==> config.mk <==
export PLATFORM = sky130hd
export DESIGN_NAME = instruction_decode_pipe
export DESIGN_NICKNAME = d
export VERILOG_FILES = /design/src/rtl/instruction_decode_pipe_pkg.sv /design/src/rtl/decode_skid_buffer.sv /design/src/rtl/instruction_decode_pipe.sv
export SDC_FILE = /design/constraint.sdc
export NUM_CORES = 1
export LEC_CHECK = 0
export CAP_MARGIN = 20
export CORE_ASPECT_RATIO = 1.4
export CORE_UTILIZATION = 50
export CTS_BUF_LIST = sky130_fd_sc_hd__clkbuf_8
export DETAILED_ROUTE_END_ITERATION = 8
export PLACE_DENSITY = 0.78
export SLEW_MARGIN = 20
export SYNTH_ARGS = -nofsm -noshare
export SYNTH_HDL_FRONTEND = slang
export SYNTH_HIERARCHICAL = 1
export SYNTH_SLANG_ARGS = --single-unit
==> constraint.sdc <==
create_clock -name clk -period 1.9 [get_ports clk]
set_input_delay 0.285 -clock clk [delete_from_list [all_inputs] [get_ports clk]]
set_output_delay 0.285 -clock clk [all_outputs]
set_load 0.05 [all_outputs]
==> src/rtl/instruction_decode_pipe_pkg.sv <==
// Shared decode constants: opcodes, operand/result selectors and the decoded_op field layout.
package instruction_decode_pipe_pkg;

  localparam int unsigned OPLEN = 11;

  localparam logic [6:0] OPCODE_LUI       = 7'b0110111;
  localparam logic [6:0] OPCODE_AUIPC     = 7'b0010111;
  localparam logic [6:0] OPCODE_JAL       = 7'b1101111;
  localparam logic [6:0] OPCODE_JALR      = 7'b1100111;
  localparam logic [6:0] OPCODE_BRANCH    = 7'b1100011;
  localparam logic [6:0] OPCODE_LOAD      = 7'b0000011;
  localparam logic [6:0] OPCODE_STORE     = 7'b0100011;
  localparam logic [6:0] OPCODE_OP_IMM    = 7'b0010011;
  localparam logic [6:0] OPCODE_OP        = 7'b0110011;
  localparam logic [6:0] OPCODE_MISC_MEM  = 7'b0001111;
  localparam logic [6:0] OPCODE_SYSTEM    = 7'b1110011;
  localparam logic [6:0] OPCODE_OP_IMM_32 = 7'b0011011;
  localparam logic [6:0] OPCODE_OP_32     = 7'b0111011;

  localparam logic USE_RS1_RS1DATA = 1'b0;
  localparam logic USE_RS1_PC      = 1'b1;
  localparam logic USE_RS2_RS2DATA = 1'b0;
  localparam logic USE_RS2_IMM     = 1'b1;

  localparam logic [1:0] USE_RD_ALU    = 2'd0;
  localparam logic [1:0] USE_RD_MEMORY = 2'd1;
  localparam logic [1:0] USE_RD_PC     = 2'd2;
  localparam logic [1:0] USE_RD_COMP   = 2'd3;

  localparam logic [2:0] FUNCT3_SLT  = 3'b010;
  localparam logic [2:0] FUNCT3_SLTU = 3'b011;
  localparam logic [2:0] FUNCT3_JUMP = 3'b010;

  localparam int unsigned DOP_USE_RS1     = 0;
  localparam int unsigned DOP_USE_RS2     = 1;
  localparam int unsigned DOP_USE_RD_LO   = 2;
  localparam int unsigned DOP_FUNCT3_LO   = 4;
  localparam int unsigned DOP_JUMP_EN     = 7;
  localparam int unsigned DOP_DATA_MEM_WE = 8;
  localparam int unsigned DOP_WORD_OP     = 9;
  localparam int unsigned DOP_ILLEGAL     = 10;

  // Field order is MSB first, so each field lands on its DOP_* bit position.
  typedef struct packed {
    logic       illegal;
    logic       word_op;
    logic       data_mem_we;
    logic       jump_en;
    logic [2:0] funct3;
    logic [1:0] use_rd;
    logic       use_rs2;
    logic       use_rs1;
  } decoded_op_t;

  function automatic logic is_word_opcode(input logic [6:0] opcode);
    return (opcode == OPCODE_OP_IMM_32) || (opcode == OPCODE_OP_32);
  endfunction

endpackage

==> src/rtl/decode_skid_buffer.sv <==
// Generic two-entry valid/ready buffer: output register plus one skid entry, with flush.
module decode_skid_buffer #(
  parameter int unsigned WIDTH = 8
) (
  input  logic             clk,
  input  logic             rst,
  input  logic             flush,
  input  logic             in_valid,
  output logic             in_ready,
  input  logic [WIDTH-1:0] in_data,
  output logic             out_valid,
  input  logic             out_ready,
  output logic [WIDTH-1:0] out_data
);

  logic             skid_valid;
  logic [WIDTH-1:0] skid_data;
  logic             accept;
  logic             fire;

  assign in_ready = !skid_valid;
  assign accept   = in_valid && in_ready;
  assign fire     = out_valid && out_ready;

  // Output slot refills from skid first so order is preserved.
  always_ff @(posedge clk) begin
    if (rst) begin
      out_valid  <= 1'b0;
      skid_valid <= 1'b0;
      out_data   <= '0;
      skid_data  <= '0;
    end else if (flush) begin
      out_valid  <= 1'b0;
      skid_valid <= 1'b0;
    end else if (!out_valid || fire) begin
      if (skid_valid) begin
        out_data   <= skid_data;
        out_valid  <= 1'b1;
        skid_valid <= accept;
        if (accept) skid_data <= in_data;
      end else begin
        out_valid <= accept;
        if (accept) out_data <= in_data;
      end
    end else if (accept) begin
      skid_data  <= in_data;
      skid_valid <= 1'b1;
    end
  end

endmodule

==> src/rtl/instruction_decode_pipe.sv <==
// RV32I/RV64I decode stage: combinational decode and register-file indexing, elastic two-entry output.
module instruction_decode_pipe #(
  parameter int unsigned XLEN  = 32,
  parameter int unsigned OPLEN = 11
) (
  input  logic             clk,
  input  logic             rst,
  input  logic             flush,
  input  logic             in_valid,
  output logic             in_ready,
  input  logic [31:0]      inst,
  input  logic [XLEN-1:0]  curr_pc_fd,
  input  logic [XLEN-1:0]  next_pc_fd,
  output logic [4:0]       rs1sel,
  output logic [4:0]       rs2sel,
  input  logic [XLEN-1:0]  rs1data_rd,
  input  logic [XLEN-1:0]  rs2data_rd,
  output logic             out_valid,
  input  logic             out_ready,
  output logic [XLEN-1:0]  imm,
  output logic [XLEN-1:0]  rs1data_de,
  output logic [XLEN-1:0]  rs2data_de,
  output logic [XLEN-1:0]  curr_pc_de,
  output logic [XLEN-1:0]  next_pc_de,
  output logic [3:0]       funct_alu,
  output logic [4:0]       rdsel_de,
  output logic [OPLEN-1:0] decoded_op_de
);
  import instruction_decode_pipe_pkg::*;

  localparam bit          RV64      = (XLEN == 64);
  localparam int unsigned PAYLOAD_W = 5 * XLEN + 4 + 5 + OPLEN;

  logic [6:0]      opcode;
  logic [2:0]      funct3;
  logic [XLEN-1:0] imm_i, imm_s, imm_b, imm_u, imm_j;
  logic [XLEN-1:0] imm_c;
  logic [4:0]      rdsel_c;
  logic            legal;
  decoded_op_t     op;

  logic [PAYLOAD_W-1:0] in_payload;
  logic [PAYLOAD_W-1:0] out_payload;

  assign opcode = inst[6:0];
  assign funct3 = inst[14:12];
  assign rs1sel = (opcode == OPCODE_LUI) ? 5'd0 : inst[19:15];
  assign rs2sel = inst[24:20];

  assign imm_i = XLEN'($signed(inst[31:20]));
  assign imm_s = XLEN'($signed({inst[31:25], inst[11:7]}));
  assign imm_b = XLEN'($signed({inst[31], inst[7], inst[30:25], inst[11:8], 1'b0}));
  assign imm_u = XLEN'($signed({inst[31:12], 12'd0}));
  assign imm_j = XLEN'($signed({inst[31], inst[19:12], inst[20], inst[30:21], 1'b0}));

  always_comb begin
    op         = '0;
    op.use_rs1 = USE_RS1_RS1DATA;
    op.use_rs2 = USE_RS2_IMM;
    op.use_rd  = USE_RD_ALU;
    op.funct3  = funct3;
    imm_c      = '0;
    rdsel_c    = inst[11:7];
    legal      = 1'b0;
    case (opcode)
      OPCODE_LUI: begin
        legal = 1'b1;
        imm_c = imm_u;
      end
      OPCODE_AUIPC: begin
        legal      = 1'b1;
        imm_c      = imm_u;
        op.use_rs1 = USE_RS1_PC;
      end
      OPCODE_JAL: begin
        legal      = 1'b1;
        imm_c      = imm_j;
        op.use_rs1 = USE_RS1_PC;
        op.use_rd  = USE_RD_PC;
        op.funct3  = FUNCT3_JUMP;
        op.jump_en = 1'b1;
      end
      OPCODE_JALR: begin
        legal      = 1'b1;
        imm_c      = imm_i;
        op.use_rd  = USE_RD_PC;
        op.funct3  = FUNCT3_JUMP;
        op.jump_en = 1'b1;
      end
      OPCODE_BRANCH: begin
        legal      = 1'b1;
        imm_c      = imm_b;
        op.use_rs2 = USE_RS2_RS2DATA;
        op.jump_en = 1'b1;
        rdsel_c    = 5'd0;
      end
      OPCODE_LOAD: begin
        legal     = 1'b1;
        imm_c     = imm_i;
        op.use_rd = USE_RD_MEMORY;
      end
      OPCODE_STORE: begin
        legal          = 1'b1;
        imm_c          = imm_s;
        op.use_rs2     = USE_RS2_RS2DATA;
        op.data_mem_we = 1'b1;
        rdsel_c        = 5'd0;
      end
      OPCODE_OP_IMM: begin
        legal = 1'b1;
        imm_c = imm_i;
        if (funct3 == FUNCT3_SLT || funct3 == FUNCT3_SLTU) op.use_rd = USE_RD_COMP;
      end
      OPCODE_OP: begin
        legal      = 1'b1;
        op.use_rs2 = USE_RS2_RS2DATA;
        if (funct3 == FUNCT3_SLT || funct3 == FUNCT3_SLTU) op.use_rd = USE_RD_COMP;
      end
      OPCODE_MISC_MEM: legal = 1'b1;
      OPCODE_SYSTEM: begin
        legal = 1'b1;
        if (funct3[2]) op.use_rs1 = USE_RS1_PC;
      end
      OPCODE_OP_IMM_32: begin
        legal      = RV64;
        imm_c      = imm_i;
        op.word_op = RV64;
      end
      OPCODE_OP_32: begin
        legal      = RV64;
        op.use_rs2 = USE_RS2_RS2DATA;
        op.word_op = RV64;
      end
      default: legal = 1'b0;
    endcase
    // Illegal instructions must never write state or redirect fetch.
    op.illegal = !legal || (inst[1:0] != 2'b11);
    if (op.illegal) begin
      op.jump_en     = 1'b0;
      op.data_mem_we = 1'b0;
      op.word_op     = 1'b0;
      rdsel_c        = 5'd0;
    end
  end

  assign in_payload = {imm_c, rs1data_rd, rs2data_rd, curr_pc_fd, next_pc_fd,
                       inst[30], funct3, rdsel_c, OPLEN'(op)};

  decode_skid_buffer #(.WIDTH(PAYLOAD_W)) u_skid (
    .clk       (clk),
    .rst       (rst),
    .flush     (flush),
    .in_valid  (in_valid),
    .in_ready  (in_ready),
    .in_data   (in_payload),
    .out_valid (out_valid),
    .out_ready (out_ready),
    .out_data  (out_payload)
  );

  assign {imm, rs1data_de, rs2data_de, curr_pc_de, next_pc_de,
          funct_alu, rdsel_de, decoded_op_de} = out_payload;

endmodule

==> results of run 1 <==
path summary, 6_finish.rpt:
check | slack (ns) | startpoint | endpoint
setup / recovery | 0.04 | inst[1] | rs1sel[1]
hold / removal | 0.15 | rst | u_skid/out_data[87]$_SDFFE_PP0P_
setup reg to reg | 0.19 | u_skid/out_valid$_SDFFE_PP0N_ | u_skid/skid_data[128]$_SDFFE_PP0P_
hold reg to reg | 0.47 | u_skid/skid_data[151]$_SDFFE_PP0P_ | u_skid/skid_data[151]$_SDFFE_PP0P_
repair_timing:
item / CTS / global route
setup buffers: 1 / 0
endpoints found under the hold margin: 0 / 0
pin swaps: 4 / 0
gates resized for setup: 176 / 8
cloned: 0 / 0
setup endpoints to repair: 168 / 6
critical path, delay by kind of cell:
family                 cells  cell delay (ns)
buffers and inverters      3             0.78
AND/OR/NAND/NOR            3             0.50
placed cells by master (no fill, tap or decap), types with 3 or more instances in the layout:
master | netlist | final
and3_1 | 9 | 9
a21o_1 | 19 | 19
nand3b_1 | 3 | 3
a211oi_1 | 81 | 81
nand2_1 | 7 | 7
clkdlybuf4s50_1 | 0 | 159
dfxtp_1 | 362 | 361
a21oi_1 | 184 | 184
and2_1 | 14 | 9
inv_1 | 2 | 22
a211oi_2 | 100 | 100
a22o_1 | 4 | 4
clkbuf_8 | 0 | 74
buf_4 | 17 | 95
o21ai_1 | 3 | 3
buf_12 | 0 | 44
and2_4 | 0 | 5
nand2b_1 | 364 | 363
buf_6 | 15 | 4
mux2i_1 | 360 | 360
nor2_1 | 9 | 8
clkinv_2 | 0 | 5
dlygate4sd2_1 | 0 | 165
per-layer routing:
metal / GRT usage, % / up-vias / wire (um) / share of wire (%)
li1: - / 6849 / - / -
met1: 30.6 / 6863 / 19500 / 41
met2: 43.9 / 429 / 22800 / 48
met3: 6.80 / 127 / 3270 / 6.8
met4: 13.1 / 2 / 2290 / 4.8
met5: 0 / - / 13 / 0.027
layout make-up:
class	instances	share of cell area, %
timing repair buffer	471	20.4
multi-input combinational	1196	40.8
antenna	2	0.0216
clock buffer	74	4.40
clock inverter	28	0.627
tap	451	2.44
sequential	362	31.3
inverter	3	0.0486
registers in the layout (all words and copies together), names as in the netlist:
name and flops:
u_skid/out_data 180, u_skid/skid_data 180, u_skid/out_valid 1, u_skid/skid_valid 1
stage by stage:
stage / setup slack, ns / instance area, um2 / TNS [ns] / std cells
3_3_place_gp: -0.372 / 22100 / -28.64 / 2483
4_1_cts: 0.00390 / 23100 / 0 / 2585
5_1_grt: 0.00193 / 23100 / 0 / 2587
3_5_place_dp: -0.432 / 22100 / -42.04 / 2483
2_1_floorplan: 0.0738 / 17500 / 0 / 1737
6_report: 0.0383 / 23100 / 0 / 2587
kinds of logic (layout without fill, tap and decap cells):
| group | count (synthesis) | count (layout) | share of synthesized area (%) |
|---|---|---|---|
| AOI/OAI and AO/OA | 407 | 407 | 17.8 |
| buffers and inverters | 179 | 576 | 5.10 |
| DFF | 362 | 362 | 41.3 |
| muxes | 360 | 360 | 20.6 |
| other | 1 | 4 | 0.0214 |
| and+or+nand+nor | 427 | 427 | 15.2 |
power groups by stage:
stage	combinational, uW	sequential (uW)	clock, uW
2_1_floorplan	1220	9070	0
3_3_place_gp	3450	8200	0
3_5_place_dp	3500	8200	0
4_1_cts	3360	8030	6860
5_1_grt	3530	8060	7210
6_report	3350	8030	6680
==> results by group, run 1 <==
Run status
  • Status: finished clean

Global route
  • GRT Residual Overflow: 0
  • Pin count of the biggest net entering global routing: 68
  • First-pass GRT wire length: 76.1 mm
  • Vias in the first global route: 14,628
  • Initial antenna violation count: 3
  • Gr usage total: 26.1%

Die
  • Initial Util: roughly half
  • Io pins: 357
  • Placeable Area: approximately 34,000 um2
  • Die area: 35,800 um2
  • Num rows: 80
  • Chip Width: around 160 um
  • Die H: 224 um

Min path
  • Hold path cells: 2
  • HP Class: in -> reg

Pwr
  • Clock power frac: 37.0%
  • Leakage: 0.00853 uW
  • Switch Pwr: 5290 uW
  • PD cells: approximately 780 nW/um2
  • Seq pwr share: 44.5%
  • Overall power: ~18,000 uW
  • Comb power frac: 18.5%
  • Switching part of the total: 29.3%
  • Internal power: 12,800 uW
  • Peak VDD IR: ~0.62 mV

Clock network
  • Clock Pin Slew Worst Setup and Hold Paths: approximately 0.060 ns
  • CTS root buf: clkbuf_8
  • Clock Path Buffers: 3
  • CTS tree: done
  • Clock latency on the worst-skew pair: 0.61 ns
  • CTS Hold Bufs: 0
  • Num CTS Buffers: 56
  • CTS Sinks: 362
  • H-tree level count: 2

Yosys
  • Main area contributors after synthesis: dfxtp_1 41%, mux2i_1 21%, nand2b_1 13%, a211oi_2 7.1%, a21oi_1 5.3%
  • Yosys warning count: 6
  • Mapped Area: 17,500 um2
  • Synth area leader: dfxtp_1
  • Top_reg_cell synth: dfxtp_1
  • Sequential area share after synthesis: about 41%
  • Register bit total from synthesis: 362
  • Share of the synthesized area in the top cell type: 41.3%
  • Synth unique cells: 49
  • Most common cell in the synthesized netlist: nand2b_1
  • Synth top cells by count: 364 x nand2b_1, 362 x dfxtp_1, 360 x mux2i_1
  • Mean post-synth cell area: 10.1 um2
  • Post-synth ARST share: 0%
  • Mapped Cells: 1,736
  • EDFF count, synth: 0

Worst setup path
  • CP startpoint kind: primary input
  • WS Path Type: in -> out
  • CP Cell Sequence: clkdlybuf4s50_1 -> and2_4 -> buf_6 -> nand3_4 -> and2_4 -> buf_4
  • FF-to-FF path depth: 5
  • Critical Path Sink Type: primary output
  • Critical Path AT: between 1.5 and 2 ns
  • CP peak stage delay: 0.48 ns
  • Data required time at the worst endpoint: 1.62 ns
  • Worst Path Max Fanout: 6
  • Top cell by count, worst path: and2_4
  • Slowest library cell on the worst path: clkdlybuf4s50_1

Route
  • Vias: 14,270
  • Via density: ~5.5
  • Initial DRC Count: 655
  • DRC viols: 0
  • TritonRoute pass-1 iters: 5
  • Drt wl/cell: ~19 um
  • Routed Antenna Nets: 0
  • Final WL: 47.9 mm

Cells and area
  • FF+latch area: 7250 um2
  • Fillers: 2,734
  • Share of cells above drive strength 1: 16.3%
  • Final #Nets: 2,255
  • Multi-input logic area: 9440 um2
  • Finished Core Util: 67.4%
  • Area Overhead vs Synth: 32.1%

Timing
  • Clk_skew: 0.00852 ns
  • Tcrit/Tclk final: 98.0%
  • Fin. max-slew vios: 0
  • Fmax: 537 MHz
  • Worst Tran Pin Value: roughly 0.58 ns
  • Rel. slew slack: 61.2%
  • Final min period: approximately 1.9 ns
  • Final hold slack: 0.146 ns
  • Final Hold Fails: 0
  • Setup violators final: 0
  • RSZ-0062 raised after global routing: false

Place
  • Number of buffers added on ports: ~360
  • Detailed Place HPWL: 32.6 mm
  • Final weighted congestion in routability-driven placement: just under 0.9

Job
  • Max-cap viol count: 0
(Power assumes the default switching activity.)
==> inputs of run 2 (changes only) <==
--- a/config.mk
+++ b/config.mk
@@ -10,6 +10,7 @@
 export CORE_UTILIZATION = 50
 export CTS_BUF_LIST = sky130_fd_sc_hd__clkbuf_8
 export DETAILED_ROUTE_END_ITERATION = 8
+export GPL_ROUTABILITY_DRIVEN = 0
 export PLACE_DENSITY = 0.78
 export SLEW_MARGIN = 20
 export SYNTH_ARGS = -nofsm -noshare
==> constraint.sdc (replaced) <==
create_clock -name clk -period 2 [get_ports clk]
set_input_delay 0.3 -clock clk [delete_from_list [all_inputs] [get_ports clk]]
set_output_delay 0.3 -clock clk [all_outputs]
set_load 0.05 [all_outputs]
==> run 2 against run 1 <==
Effect of this change:
- cell area decreased by 2.3%
- hold slack improved by 0.081 ns
- critical path depth increased by 1
- non-clock buffer count decreased by 37
- combinational power decreased by 7.8%
- final cell count decreased by 1.8%
- first-iteration DRC count increased by 30%
- largest power group unchanged
==> results by group, run 2 (synthesis results as in run 1) <==
Global route
  • Initial antenna violation count: 3
  • Vias in the first global route: 14,211
  • First-pass GRT wire length: 75.8 mm
  • Gr usage total: between 20% and 30%
  • Pin count of the biggest net entering global routing: 107
  • GRT Residual Overflow: 0

Die
  • Initial Util: between 50% and 60%
  • Placeable Area: 34,300 um2
  • Die area: 35,800 um2
  • Io pins: 357
  • Chip Width: 160 um
  • Num rows: 80
  • Die H: 224 um

Timing
  • Final Hold Fails: 0
  • Fin. max-slew vios: 0
  • Clk_skew: ~0.017 ns
  • PnR worst setup slack: 0.0746 ns
  • Final min period: 1.93 ns
  • Fmax: 519 MHz
  • Setup violators final: 0
  • Tcrit/Tclk final: 96.3%
  • Worst Tran Pin Value: between 0.6 and 0.7 ns
  • Rel. slew slack: 57.3%

Route
  • Final WL: approximately 47 mm
  • Vias: 14,035
  • Routed Antenna Nets: 0
  • DRC viols: 0
  • Initial DRC Count: 850
  • Drt wl/cell: approximately 19 um
  • Via density: 5.53
  • TritonRoute pass-1 iters: 5

Place
  • Placed inst area: 21,800 um2
  • Placed cell count: between 2,000 and 2,500
  • Detailed Place HPWL: 31.1 mm
  • Worst slack, placed: -0.395 ns
  • Number of buffers added on ports: 356

Pwr
  • Clock power frac: a little over a third
  • Leakage: 0.00827 uW
  • Overall power: approximately 17,000 uW
  • Switch Pwr: 4910 uW
  • Switching part of the total: 29.4%
  • PD cells: 739 nW/um2
  • Seq pwr share: 45.7%
  • Internal power: 11,800 uW
  • Peak VDD IR: roughly 0.44 mV
  • Comb power frac: 18.5%

Worst setup path
  • CP startpoint kind: primary input
  • Worst Path Max Fanout: 16
  • WS Path Type: in -> out
  • Critical Path Sink Type: primary output
  • FF-to-FF path depth: 5
  • Critical Path AT: 1.63 ns
  • Data required time at the worst endpoint: 1.70 ns

Run status
  • Status: finished clean

Cells and area
  • Final #Nets: between 2,000 and 2,500
  • Fillers: around 2,800
  • Finished Layout Cells: roughly 2,500
  • Area Overhead vs Synth: 29.1%
  • Share of cells above drive strength 1: 13.5%
  • Design area: 22,600 um2
  • Most common cell after layout, fill and taps aside: nand2b_1
  • Largest regs: u_skid/out_data: 180 flops, u_skid/skid_data: 180 flops
  • Most frequent cells in the layout: 363 x nand2b_1, 361 x dfxtp_1, 360 x mux2i_1, 184 x a21oi_1, 175 x dlygate4sd2_1
  • Finished Core Util: 65.9%

Clock network
  • CTS tree: done
  • CTS root buf: clkbuf_8
  • Num CTS Buffers: 56
  • H-tree level count: 2
  • Clock Path Buffers: 3
  • Setup bufs post-CTS: 0
  • Clock Pin Slew Worst Setup and Hold Paths: ~0.06 ns
  • Clock latency on the worst-skew pair: 0.61 ns
  • CTS Sinks: 362

Job
  • Max-cap viol count: 0

Min path
  • HP Class: in -> reg
  • Hold path cells: 2
-- run 2: cell count changes in the layout (fill, tap and decap cells not counted), sizes merged --
cell           change
bufinv             +2
clkbuf            -15
dlygate4sd2       +10
buf               -46
clkdlybuf4s50      +1
clkinv             -5
inv                +6
-- run 2: final cells by class --
class | instances | area [um2] | share of cell area (%)
diodes | 2 | 5.00 | 0.0221
multi-input cells | 1196 | 9420 | 41.6
clock buffers | 61 | 840 | 3.71
well taps | 451 | 564 | 2.49
flip-flops and latches | 362 | 7250 | 32.0
clock inverters | 31 | 203 | 0.896
repair buffers | 434 | 4330 | 19.1
inverters | 3 | 11.3 | 0.0498
-- run 2: metal layers --
| metal | GRT usage [%] | routed length [um] | vias up | part of all wire [%] |
|---|---|---|---|---|
| met5 | 0 | 10 | - | 0.021 |
| met2 | 44.5 | 22900 | 408 | 48 |
| met1 | 30.8 | 19800 | 6757 | 42 |
| met3 | 6.76 | 3090 | 104 | 6.5 |
| li1 | - | - | 6764 | - |
| met4 | 10.2 | 1590 | 2 | 3.4 |
-- run 2: power groups by stage --
| stage | clock network [uW] | registers (uW) | logic, uW |
|---|---|---|---|
| 6_report | 5980 | 7640 | 3090 |
| 4_1_cts | 6160 | 7640 | 3100 |
| 3_3_place_gp | 0 | 7800 | 3200 |
| 3_5_place_dp | 0 | 7800 | 3250 |
| 2_1_floorplan | 0 | 8620 | 1160 |
| 5_1_grt | 6460 | 7670 | 3260 |
-- run 2: timing repair --
item                       CTS  global route
hold buffers                 0             0
resized for setup          179             5
pin swaps                    0             1
setup endpoints to repair  177             5
-- run 2: path summary, 6_finish.rpt --
check,slack [ns],end,start
worst max-delay path,0.07,rs1sel[2],inst[6]
worst min-delay path,0.23,u_skid/out_data[71]$_SDFFE_PP0P_,rst
worst max register to register,0.37,u_skid/skid_data[63]$_SDFFE_PP0P_,u_skid/out_valid$_SDFFE_PP0N_
worst min register to register,0.47,u_skid/skid_data[43]$_SDFFE_PP0P_,u_skid/skid_data[43]$_SDFFE_PP0P_
-- run 2: worst max-delay path, cell delays in order --
cell and delay (ns):
clkdlybuf4s50_1 0.43, buf_6 0.16, nor2_2 0.11, nand3_2 0.11, buf_6 0.16, and2_1 0.16, buf_4 0.19
-- run 2: per-stage QoR --
step           setup TNS (ns)  hold WS (ns)
3_5_place_dp           -19.94         0.465
3_3_place_gp           -15.42         0.456
4_1_cts                     0         0.190
2_1_floorplan               0         0.378
6_report                    0         0.227
5_1_grt             -0.000542         0.224
==> inputs of run 3 (changes only) <==
--- a/config.mk
+++ b/config.mk
@@ -6,7 +6,6 @@
 export NUM_CORES = 1
 export LEC_CHECK = 0
 export CAP_MARGIN = 20
-export CORE_ASPECT_RATIO = 1.4
 export CORE_UTILIZATION = 50
 export CTS_BUF_LIST = sky130_fd_sc_hd__clkbuf_8
 export DETAILED_ROUTE_END_ITERATION = 8
==> constraint.sdc (replaced) <==
create_clock -name clk -period 2.5 [get_ports clk]
set_input_delay 0.375 -clock clk [delete_from_list [all_inputs] [get_ports clk]]
set_output_delay 0.375 -clock clk [all_outputs]
set_load 0.05 [all_outputs]
==> run 3 against run 2 <==
Effect of this change:
- sequential share of layout area fell by 0.25 points
- critical path depth fell by 5
- clock power fell by 13%
- worst setup slack improved by 0.037 ns
- final cell count barely moved
- clock skew rose by 0.0061 ns
- count of clock-buffer cells in the layout rose by 18
- non-clock buffer count fell by 22
- cell area rose by 0.80%
==> results by group, run 3 (synthesis results as in run 1) <==
Route
  • Routed Antenna Nets: 0
  • Via density: roughly 5.5
  • Drt wl/cell: roughly 18 um
  • Initial DRC Count: about 810
  • DRC viols: 0
  • TritonRoute pass-1 iters: 5
  • Final WL: about 47 mm
  • Vias: roughly 14,000

Clock network
  • Clock Pin Slew Worst Setup and Hold Paths: 0.06 ns
  • Setup bufs post-CTS: 0
  • CTS tree: done
  • CTS Sinks: between 300 and 400
  • Post_cts resized: 0
  • H-tree level count: 2
  • CTS Hold Bufs: 0
  • CTS root buf: clkbuf_8
  • Clock Path Buffers: 3
  • Clock latency on the worst-skew pair: 0.61 ns
  • Num CTS Buffers: 61

Cells and area
  • Fillers: 2,781
  • Multi-input logic area: 9410 um2
  • Final #Nets: approximately 2,200
  • Finished Core Util: 66.0%
  • Largest regs: u_skid/out_data: 180 flops, u_skid/skid_data: 180 flops
  • FF+latch area: 7250 um2
  • Most common cell after layout, fill and taps aside: nand2b_1
  • Area Overhead vs Synth: 30.1%
  • Most frequent cells in the layout: 363 x nand2b_1, 361 x dfxtp_1, 360 x mux2i_1, 347 x clkdlybuf4s50_1, 184 x a21oi_1
  • Share of cells above drive strength 1: 12.6%

Worst setup path
  • Worst Path Max Fanout: 22
  • Critical Path AT: 2.01 ns
  • Critical path's top delay family: buffers and inverters
  • WS Path Type: reg -> out
  • Data required time at the worst endpoint: 2.12 ns
  • CP peak stage delay: just over 0.7 ns
  • Slowest library cell on the worst path: clkdlybuf4s50_1
  • CP startpoint kind: flip-flop
  • Critical Path Sink Type: primary output
  • CP Cell Sequence: inv_2 -> clkdlybuf4s50_1
  • Worst Path Buf+Inv: 2

Run status
  • Status: finished clean

Die
  • Initial Util: between 50% and 60%
  • Die H: 189 um
  • Io pins: approximately 360
  • Die area: 35,800 um2
  • Placeable Area: 34,500 um2
  • Num rows: 68
  • Chip Width: 189 um

Global route
  • Gr usage total: 25.2%
  • GRT Residual Overflow: 0
  • Vias in the first global route: 14,053
  • Initial antenna violation count: 2
  • Pin count of the biggest net entering global routing: 96
  • First-pass GRT wire length: 73.5 mm

Timing
  • Tcrit/Tclk final: a little over nine tenths
  • Clk_skew: around 0.023 ns
  • Final Hold Fails: 0
  • RSZ-0062 raised after global routing: false
  • Fin. max-slew vios: 0
  • Rel. slew slack: between 50% and 60%
  • Final min period: 2.39 ns
  • Setup violators final: 0
  • Fmax: 419 MHz
  • Worst Tran Pin Value: 0.644 ns

Pwr
  • Leakage: 0.00755 uW
  • PD cells: 609 nW/um2
  • Overall power: 13,900 uW
  • Peak VDD IR: roughly 0.53 mV

Place
  • Number of buffers added on ports: 356
  • Detailed Place HPWL: ~31 mm

Job
  • Max-cap viol count: 0

Min path
  • HP Class: in -> reg
-- run 3: cell count changes in the layout (fill, tap and decap cells not counted), moves of 2 or more --
cell	before	now
clkdlybuf4s50_1	160	347
dlygate4sd2_1	175	0
buf_4	59	34
clkbuf_8	61	79
buf_6	5	0
buf_12	34	30
bufinv_16	3	0
clkinv_2	0	3
inv_1	28	26
-- run 3: per-layer routing --
| layer | global-route usage, % | vias to the layer above | part of all wire, % |
|---|---|---|---|
| met5 | 0 | - | 0.028 |
| met4 | 9.83 | 2 | 3.1 |
| met3 | 6.10 | 91 | 6.7 |
| met2 | 41.7 | 412 | 47 |
| met1 | 31.5 | 6789 | 43 |
| li1 | - | 6732 | - |
-- run 3: worst register-to-register path, cell delays in order (launching register included) --
cell and delay (ns):
dfxtp_4 0.64, o21ba_4 0.27, buf_12 0.34, a21oi_1 0.28
a211oi_1 0.25
-- run 3: layout make-up --
class | instances | share of cell area [%]
diodes | 1 | 0.0110
clock buffers | 79 | 4.77
clock inverters | 30 | 0.560
inverters | 3 | 0.0494
multi-input cells | 1196 | 41.3
flip-flops and latches | 362 | 31.8
well taps | 455 | 2.50
repair buffers | 412 | 19.0
-- run 3: worst paths after layout --
kind                                          start                                end  slack, ns  cells past startpoint
setup / recovery     u_skid/skid_valid$_SDFFE_PP0P_                           in_ready       0.11                      2
hold / removal                                  rst   u_skid/out_data[96]$_SDFFE_PP0P_       0.26                      2
setup reg to reg     u_skid/skid_valid$_SDFFE_PP0P_   u_skid/out_data[56]$_SDFFE_PP0P_       0.63                      4
hold reg to reg   u_skid/skid_data[55]$_SDFFE_PP0P_  u_skid/skid_data[55]$_SDFFE_PP0P_       0.47                      2
-- run 3: power by group --
group          switching (uW)  internal (uW)
logic                    1530           1050
registers                 133           5990
clock network            2370           2810
-- run 3: stage by stage --
step                instance area, um2  setup TNS [ns]  cells  hold WS (ns)  setup slack [ns]
floorplan                        17500               0   1737         0.448             0.674
global placement                 21600               0   2428         0.457            0.0817
detailed placement               21600         -0.0245   2428         0.463           -0.0143
CTS                              22800               0   2537         0.233            0.0636
global route                     22800               0   2538         0.253            0.0224
finish                           22800               0   2538         0.262             0.112
